File: config.mk
export PLATFORM = sky130hd
export DESIGN_NAME = timer_counter_flat
export DESIGN_NICKNAME = d
export VERILOG_FILES = /design/src/rtl/timer_pkg.sv /design/src/rtl/timer_counter_if.sv /design/src/rtl/inc_dec_n.sv /design/src/rtl/timer_counter.sv /design/src/flat_wrapper.sv
export SDC_FILE = /design/constraint.sdc
export NUM_CORES = 1
export LEC_CHECK = 0
export ABC_AREA = 1
export CAP_MARGIN = 0
export CORE_MARGIN = 2
export CORE_UTILIZATION = 28
export CTS_CLUSTER_SIZE = 25
export DETAILED_ROUTE_END_ITERATION = 7
export PLACE_DENSITY_LB_ADDON = 0.25
export SKIP_CTS_REPAIR_TIMING = 1
export SLEW_MARGIN = 40
export SYNTH_ARGS = -nofsm -noshare
export SYNTH_HDL_FRONTEND = slang
export SYNTH_SLANG_ARGS = --single-unit
File: constraint.sdc
create_clock -name clk -period 3.3 [get_ports clk]
set_clock_uncertainty 0.2 [all_clocks]
set_input_delay 0.495 -clock clk [delete_from_list [all_inputs] [get_ports clk]]
set_output_delay 0.495 -clock clk [all_outputs]
set_load 0.005 [all_outputs]
File: src/rtl/timer_pkg.sv
// Shared encodings and defaults for the timer count stages.
package timer_pkg;

  typedef enum logic {
    DIR_DOWN = 1'b0,
    DIR_UP   = 1'b1
  } dir_e;

  typedef enum logic {
    MODE_SAT  = 1'b0,
    MODE_WRAP = 1'b1
  } mode_e;

  localparam int TIMER_WIDTH = 8;

endpackage

File: src/rtl/timer_counter_if.sv
// Control and status bundle for one timer count stage; master drives controls, slave is the counter.
interface timer_counter_if
  import timer_pkg::*;
#(
  parameter int WIDTH = TIMER_WIDTH
) ();

  logic             clr;
  logic             load;
  logic [WIDTH-1:0] load_val;
  logic             en;
  logic             dir;
  logic             wrap;
  logic [WIDTH-1:0] count;
  logic             tc;
  logic             done;

  modport master (
    output clr, load, load_val, en, dir, wrap,
    input  count, tc, done
  );

  modport slave (
    input  clr, load, load_val, en, dir, wrap,
    output count, tc, done
  );

endinterface

File: src/rtl/inc_dec_n.sv
// Combinational +/-1 modulo 2**WIDTH built as a toggle chain: bit i flips when all lower bits
// equal dir (all ones going up, all zeros going down).
module inc_dec_n #(
  parameter int WIDTH = 8
) (
  input  logic [WIDTH-1:0] in,
  input  logic             dir,
  output logic [WIDTH-1:0] out
);

  logic [WIDTH-1:0] chain;

  always_comb begin
    chain    = '0;
    chain[0] = 1'b1;
    for (int i = 1; i < WIDTH; i++) begin
      chain[i] = chain[i-1] & (in[i-1] ~^ dir);
    end
  end

  assign out = in ^ chain;

endmodule

File: src/rtl/timer_counter.sv
// Registered up/down count stage with programmable terminal value, wrap/saturate, load/clear and tc pulse.
// One-cycle latency from an enabled edge to count/tc/done; no combinational input-to-output path.
module timer_counter
  import timer_pkg::*;
#(
  parameter int          WIDTH     = TIMER_WIDTH,
  parameter int unsigned MAX_COUNT = (2 ** WIDTH) - 1
) (
  input  logic           clk,
  input  logic           rst_n,
  timer_counter_if.slave bus
);

  localparam logic [WIDTH-1:0] MAX_V = MAX_COUNT[WIDTH-1:0];

  logic [WIDTH-1:0] count_q, count_d;
  logic             tc_q, tc_d;
  logic             done_q, done_d;
  logic [WIDTH-1:0] step_val;
  logic [WIDTH-1:0] load_clamped;
  logic [WIDTH-1:0] wrap_val;
  logic             at_bound;
  logic             going_up;

  inc_dec_n #(.WIDTH(WIDTH)) u_step (
    .in  (count_q),
    .dir (bus.dir),
    .out (step_val)
  );

  assign going_up     = (bus.dir == DIR_UP);
  assign load_clamped = (bus.load_val > MAX_V) ? MAX_V : bus.load_val;
  assign at_bound     = going_up ? (count_q == MAX_V) : (count_q == '0);
  assign wrap_val     = going_up ? '0 : MAX_V;

  always_comb begin
    count_d = count_q;
    done_d  = done_q;
    tc_d    = 1'b0;
    if (bus.clr) begin
      count_d = '0;
      done_d  = 1'b0;
    end else if (bus.load) begin
      count_d = load_clamped;
      done_d  = 1'b0;
    end else if (bus.en && !done_q) begin
      // A saturated stage stays frozen until clr/load, whatever dir/wrap do meanwhile.
      if (!at_bound) begin
        count_d = step_val;
      end else if (bus.wrap == MODE_WRAP) begin
        count_d = wrap_val;
        tc_d    = 1'b1;
      end else begin
        tc_d   = 1'b1;
        done_d = 1'b1;
      end
    end
  end

  always_ff @(posedge clk or negedge rst_n) begin
    if (!rst_n) begin
      count_q <= '0;
      tc_q    <= 1'b0;
      done_q  <= 1'b0;
    end else begin
      count_q <= count_d;
      tc_q    <= tc_d;
      done_q  <= done_d;
    end
  end

  assign bus.count = count_q;
  assign bus.tc    = tc_q;
  assign bus.done  = done_q;

endmodule

File: src/flat_wrapper.sv
// flat-port wrapper written by rule: the top's interface ports become plain ports
module timer_counter_flat import timer_pkg::*;
#(
  parameter int          WIDTH     = TIMER_WIDTH,
  parameter int unsigned MAX_COUNT = (2 ** WIDTH) - 1
)
  (clk, rst_n, bus_clr, bus_load, bus_load_val, bus_en, bus_dir, bus_wrap, bus_count, bus_tc, bus_done);
  timer_counter_if #(.WIDTH(WIDTH)) bus_i ();
  input  logic clk;
  input  logic rst_n;
  input wire logic [$bits(bus_i.clr)-1:0] bus_clr;
  input wire logic [$bits(bus_i.load)-1:0] bus_load;
  input wire logic [$bits(bus_i.load_val)-1:0] bus_load_val;
  input wire logic [$bits(bus_i.en)-1:0] bus_en;
  input wire logic [$bits(bus_i.dir)-1:0] bus_dir;
  input wire logic [$bits(bus_i.wrap)-1:0] bus_wrap;
  output wire logic [$bits(bus_i.count)-1:0] bus_count;
  output wire logic [$bits(bus_i.tc)-1:0] bus_tc;
  output wire logic [$bits(bus_i.done)-1:0] bus_done;
  assign bus_i.clr = bus_clr;
  assign bus_i.load = bus_load;
  assign bus_i.load_val = bus_load_val;
  assign bus_i.en = bus_en;
  assign bus_i.dir = bus_dir;
  assign bus_i.wrap = bus_wrap;
  assign bus_count = bus_i.count;
  assign bus_tc = bus_i.tc;
  assign bus_done = bus_i.done;
  timer_counter #(.WIDTH(WIDTH), .MAX_COUNT(MAX_COUNT)) u_core (.clk(clk), .rst_n(rst_n), .bus(bus_i));
endmodule
==> impl_metrics.toml, run 1 <==
[synth]
synth.lib_cells_used.distinct = 26
async_reset_ff_share_pct = 100.0
synth-edff-count = 0
avgSynthCellArea_sq_um = 6.456
ys_warn_count = 0
syn_nets = 140
yosys-top-cells-count = "46 x nand2_1, 17 x nor2_1, 12 x inv_1, 10 x dfrtp_1, 7 x nand3_1"
synth_flop_cell = "dfrtp_1"
syn_inst = 125
ys_ff_latch = 10
yosys.area.top_type_share_pct = 31.01
synth_area_leader_cell = "dfrtp_1"
seq_area_frac_synth_pct = 31.01
syn-cell-area_sq_um = 807.0
synth_area_leaders = "dfrtp_1 31%, nand2_1 21%, nor2_1 7.9%"
yosysMostFrequentCell = "nand2_1"

[sta]
tns_ns = 0
rsz0062_at_grt = "false"
period_share_pct = 64.18
setup_viol = 0
slew_headroom_pct = 66.89
period_needed_ns = 2.118
worst_pin_slew_ns = 0.4951
finalMaxSlewViolations = 0
finalHoldViolCount = 0
timing.fmax_ghz = 0.4722

[global_routing]
antenna_found_initial = 0
grt_pass1_wl_um = 3456
grt_pass1_vias = 823
grt_max_degree = 15
grt-ovfl-total = 0
grt_usage_pct = 13.03

[floorplanning]
fp.dieW_um = 57.69
io_pins = 25
rows = 19
dieHeight_um = 57.69
start_util_pct = 29.26
coreArea_sq_um = 2758
die-area_sq_um = 3328

[cts]
cts_tree = "yes"
htreeDepth = 1
clockBufferDepth = 2
insertion_delay_ns = 0.27
root_buffer = "clkbuf_4"
clkSinkCount = 10
cts_buffers = 3
clkTransAtPathRegs_ns = 0.07

[finish]
layout.nets = 167
antenna_cells = 0
stdcell_area_sq_um = 1106
synthToLayoutAreaGrowth_pct = 37.05
drive_above_1_share_pct = 11.26

[routing]
routed_wirelength_um = 1925
vias_per_cell = 4.632
drc_errors = 0
wl_per_cell_um = 10.58
firstDrtPassIters = 4
antenna_left = 0
drt_iter0_drc = 18
num_vias = 843

[placed_design]
io_buffers = 24
gp_congestion = 0.8157
place_area_sq_um = 1070
hpwlAfterDp_um = 1550

[run_status]
status = "complete, no violations"

[setup_path]
cp_max_fo = 7
critical_path_class = "in2reg"
critPathCaptureType = "flip-flop"
critical_path_required_ns = 3.27
reg2reg_from = "u_core.bus.count[0]"
reg2reg_to = "u_core.bus.count[6]"
rr_worst_depth = 8
critPathArrivalTime_ns = 2.09
r2r_slack_ns = 1.59
cp-start-kind = "input pin"

[power]
irDropWorstVdd_uv = 153.7
leakage_nw = 0.5341
p_per_area_nw_per_um2 = 352.4

[hold_path]
hold_class = "in2async"

[run]
max-cap-violations = 0
[report_power, final]
group          switching [mW]  internal, mW
Clock                  0.0466        0.0671
Combinational          0.0646        0.0621
Sequential             0.0166         0.133
Total                   0.128         0.262
[worst max-delay path, cell delays in order]
cell	delay, ns
clkdlybuf4s50_1	0.62
nand2_1	0.16
o21ai_4	0.27
nand2_4	0.09
nor2_4	0.11
xor2_1	0.16
nand2_1	0.06
nand2_1	0.08
nand2_1	0.05
[layer usage]
layer  vias to the layer above  share of wire (%)  global-route usage (%)  routed length, um
met5                         -                  0                       0                  0
met4                         0                1.4                   3.987                 27
met3                         5                2.1                   1.339                 41
met2                        12                 49                   22.08                946
met1                       383                 47                   17.51                909
li1                        443                  -                       -                  -
[layout make-up]
| class | instances | area [sq um] |
|---|---|---|
| fill | 296 | 1652 |
| inverter | 15 | 56.30 |
| sequential | 10 | 250.2 |
| timing repair buffer | 24 | 240.2 |
| multi-input combinational | 98 | 484.2 |
| tap | 31 | 38.79 |
| clock buffer | 4 | 36.28 |
[state kept, by name, summed over array words and instances, names as in the netlist]
name	count
u_core.bus.tc	1
u_core.bus.count	8
u_core.bus.done	1
[through the flow]
step | worst slack [ns] | std cells | total power [mW] | hold slack (ns) | util (%)
6_report | 1.182 | 182 | 0.3898 | 0.3543 | 40.11
5_1_grt | 0.9638 | 182 | 0.4177 | 0.3863 | 40.11
4_1_cts | 1.160 | 182 | 0.3909 | 0.3670 | 40.11
3_5_place_dp | 0.8912 | 178 | 0.2793 | 0.3558 | 38.79
3_3_place_gp | 0.9292 | 178 | 0.2793 | 0.3470 | 38.79
2_1_floorplan | 1.590 | 125 | 0.2235 | -0.0005910 | -
[logic make-up (layout without fill, tap and decap cells)]
kind of cell           after synthesis  in the layout  share of synthesized area [%]
XOR/XNOR                             4              4                          4.342
multiplexers                         1              1                          1.240
AO/OA/AOI/OAI                        9              9                          7.597
flip-flops                          10             10                          31.01
buffers and inverters               17             43                          8.991
AND/OR/NAND/NOR                     84             84                          46.82
[placed cells by master, fill, tap and decap left out]
cell type | Yosys | layout
a21boi_0 | 1 | 1
dfrtp_1 | 10 | 10
and3_1 | 1 | 1
nor2_1 | 17 | 17
nand4_1 | 1 | 1
nor3_1 | 1 | 1
nor2_2 | 1 | 1
nand3_1 | 7 | 7
nor2_4 | 1 | 1
nand2_2 | 2 | 2
inv_2 | 3 | 3
xnor2_1 | 1 | 1
nand2_1 | 46 | 46
nand3_2 | 2 | 2
inv_1 | 12 | 12
clkdlybuf4s50_1 | 0 | 24
o21ai_4 | 1 | 1
o21ai_1 | 1 | 1
nand3b_1 | 2 | 2
clkbuf_8 | 0 | 1
clkbuf_4 | 0 | 3
nand2_4 | 1 | 1
o21ai_0 | 4 | 4
mux2i_1 | 1 | 1
or2_2 | 2 | 2
o22ai_1 | 2 | 2
xor2_1 | 3 | 3
[how the worst max path moves through the flow]
stage | slack (ns) | end | start
after floorplan | 1.59 | u_core.bus.count[6] | bus_dir
after global placement | 0.93 | u_core.bus.count[6] | bus_dir
after detailed placement | 0.89 | u_core.bus.count[6] | bus_dir
after CTS | 1.16 | u_core.bus.count[6] | bus_dir
after global routing | 0.96 | u_core.bus.count[7] | bus_dir
final | 1.18 | u_core.bus.count[6] | bus_dir
No activity file was read; power rests on OpenSTA's default activity.
==> run 2, diff against run 1 <==
- clock period: 3.3 -> 1.98 ns (I/O delays scaled with it)
==> impl_metrics.toml, run 2 (synthesized netlist as in run 1, its figures left out) <==
[global_routing]
grt-ovfl-total = 0
grt_max_degree = 11
grt_pass1_wl_um = 3519
antenna_found_initial = 0
grt_pass1_vias = 813
grt_usage_pct = 13.39

[setup_path]
critPathCaptureType = "primary output"
reg2reg_to = "u_core.bus.count[2]"
r2r_slack_ns = 0.33
cp_cell_sequence = "buf_4 -> clkdlybuf4s50_1"
rr_worst_depth = 8
cpPeakStageDelay_ns = 0.49
cp_slowest_cell = "clkdlybuf4s50_1"
critical_path_required_ns = 1.48
critPathArrivalTime_ns = 1.29
critical_path_class = "reg2out"
reg2reg_from = "u_core.bus.count[0]"
cp-start-kind = "flip-flop"
cp_max_fo = 4
crit_path_start = "u_core.bus.count[4]"

[placed_design]
gp_congestion = 0.7767
hpwlAfterDp_um = 1659
io_buffers = 24
dp_slack_ns = -0.1353
dpl.cell_count = 185

[finish]
antenna_cells = 0
final_cell_mix = "46 x nand2_1, 23 x clkdlybuf4s50_1, 17 x nor2_1, 12 x inv_1, 10 x dfrtp_1"
final_common_cell = "nand2_1"
synthToLayoutAreaGrowth_pct = 42.17
drive_above_1_share_pct = 14.65
final_cells = 188
layout.nets = 174
largest_reg_flops = 8

[floorplanning]
coreArea_sq_um = 2758
rows = 19
start_util_pct = 29.26
die-area_sq_um = 3328
dieHeight_um = 57.69
io_pins = 25
fp.dieW_um = 57.69

[routing]
vias_per_cell = 4.569
routed_wirelength_um = 2054
wl_per_cell_um = 10.93
drc_errors = 0
num_vias = 859
firstDrtPassIters = 4
drt_iter0_drc = 15
antenna_left = 0

[cts]
htreeDepth = 1
cts_buffers = 3
root_buffer = "clkbuf_4"
insertion_delay_ns = 0.26
clkSinkCount = 10
clkTransAtPathRegs_ns = 0.07
cts_tree = "yes"
clockBufferDepth = 2

[power]
leakage_nw = 0.5713
p_total_mw = 0.6177
irDropWorstVdd_uv = 318.8
p_per_area_nw_per_um2 = 538.3

[sta]
timing.fmax_ghz = 0.5583
rsz0062_at_grt = "false"
fin_hold_ws_ns = 0.1708
finalHoldViolCount = 0
period_share_pct = 90.46
setup_viol = 0
tns_ns = 0
finalMaxSlewViolations = 0
setup_slack_ns = 0.1889
slew_headroom_pct = 65.87
period_needed_ns = 1.791
worst_pin_slew_ns = 0.5103

[hold_path]
hold_class = "in2async"

[run_status]
status = "complete, no violations"

[run]
max-cap-violations = 0
[run 2: changes by cell type in the layout (fill, tap and decap cells not counted)]
cell             before  now
buf_4                 0    7
o21ai_0               4    3
clkdlybuf4s50_1      24   23
o21ai_1               1    2
clkbuf_8              1    0
dlymetal6s2s_1        0    1
[run 2: where the power goes]
part,total [mW],internal (mW),switching [mW]
Clock,0.137,0.0701,0.0671
Combinational,0.232,0.118,0.115
Sequential,0.248,0.222,0.0266
[run 2: cell type report]
cell class              instances  area [sq um]
fillers                       290          1610
clock buffers                   3         22.52
flip-flops and latches         10         250.2
inverters                      15         56.30
repair buffers                 31         295.3
multi-input cells              98         484.2
well taps                      31         38.79
[run 2: worst max-delay path: cells and delay by family (launching register included)]
| family | cells | cell delay (ns) |
|---|---|---|
| DFF | 1 | 0.39 |
| buffers and inverters | 2 | 0.64 |
[run 2: worst max path at each step]
stage,to
2_1_floorplan,u_core.bus.count[6]
3_5_place_dp,u_core.bus.count[6]
3_3_place_gp,u_core.bus.count[6]
6_report,bus_count[4]
4_1_cts,u_core.bus.count[6]
5_1_grt,bus_count[4]
[run 2: per-layer routing]
layer  share of wire [%]  GRT usage [%]  vias up
li1                    -              -      459
met1                  48          18.16      387
met2                  49          22.08       11
met3                 2.6          1.339        2
met4                0.63          4.983        0
met5                   0              0        -
[run 2: through the flow]
stage / utilization (%) / cell area (sq um)
2_1_floorplan: - / 807.0
3_3_place_gp: 40.70 / 1122
3_5_place_dp: 40.70 / 1122
4_1_cts: 41.52 / 1145
5_1_grt: 41.61 / 1147
6_report: 41.61 / 1147
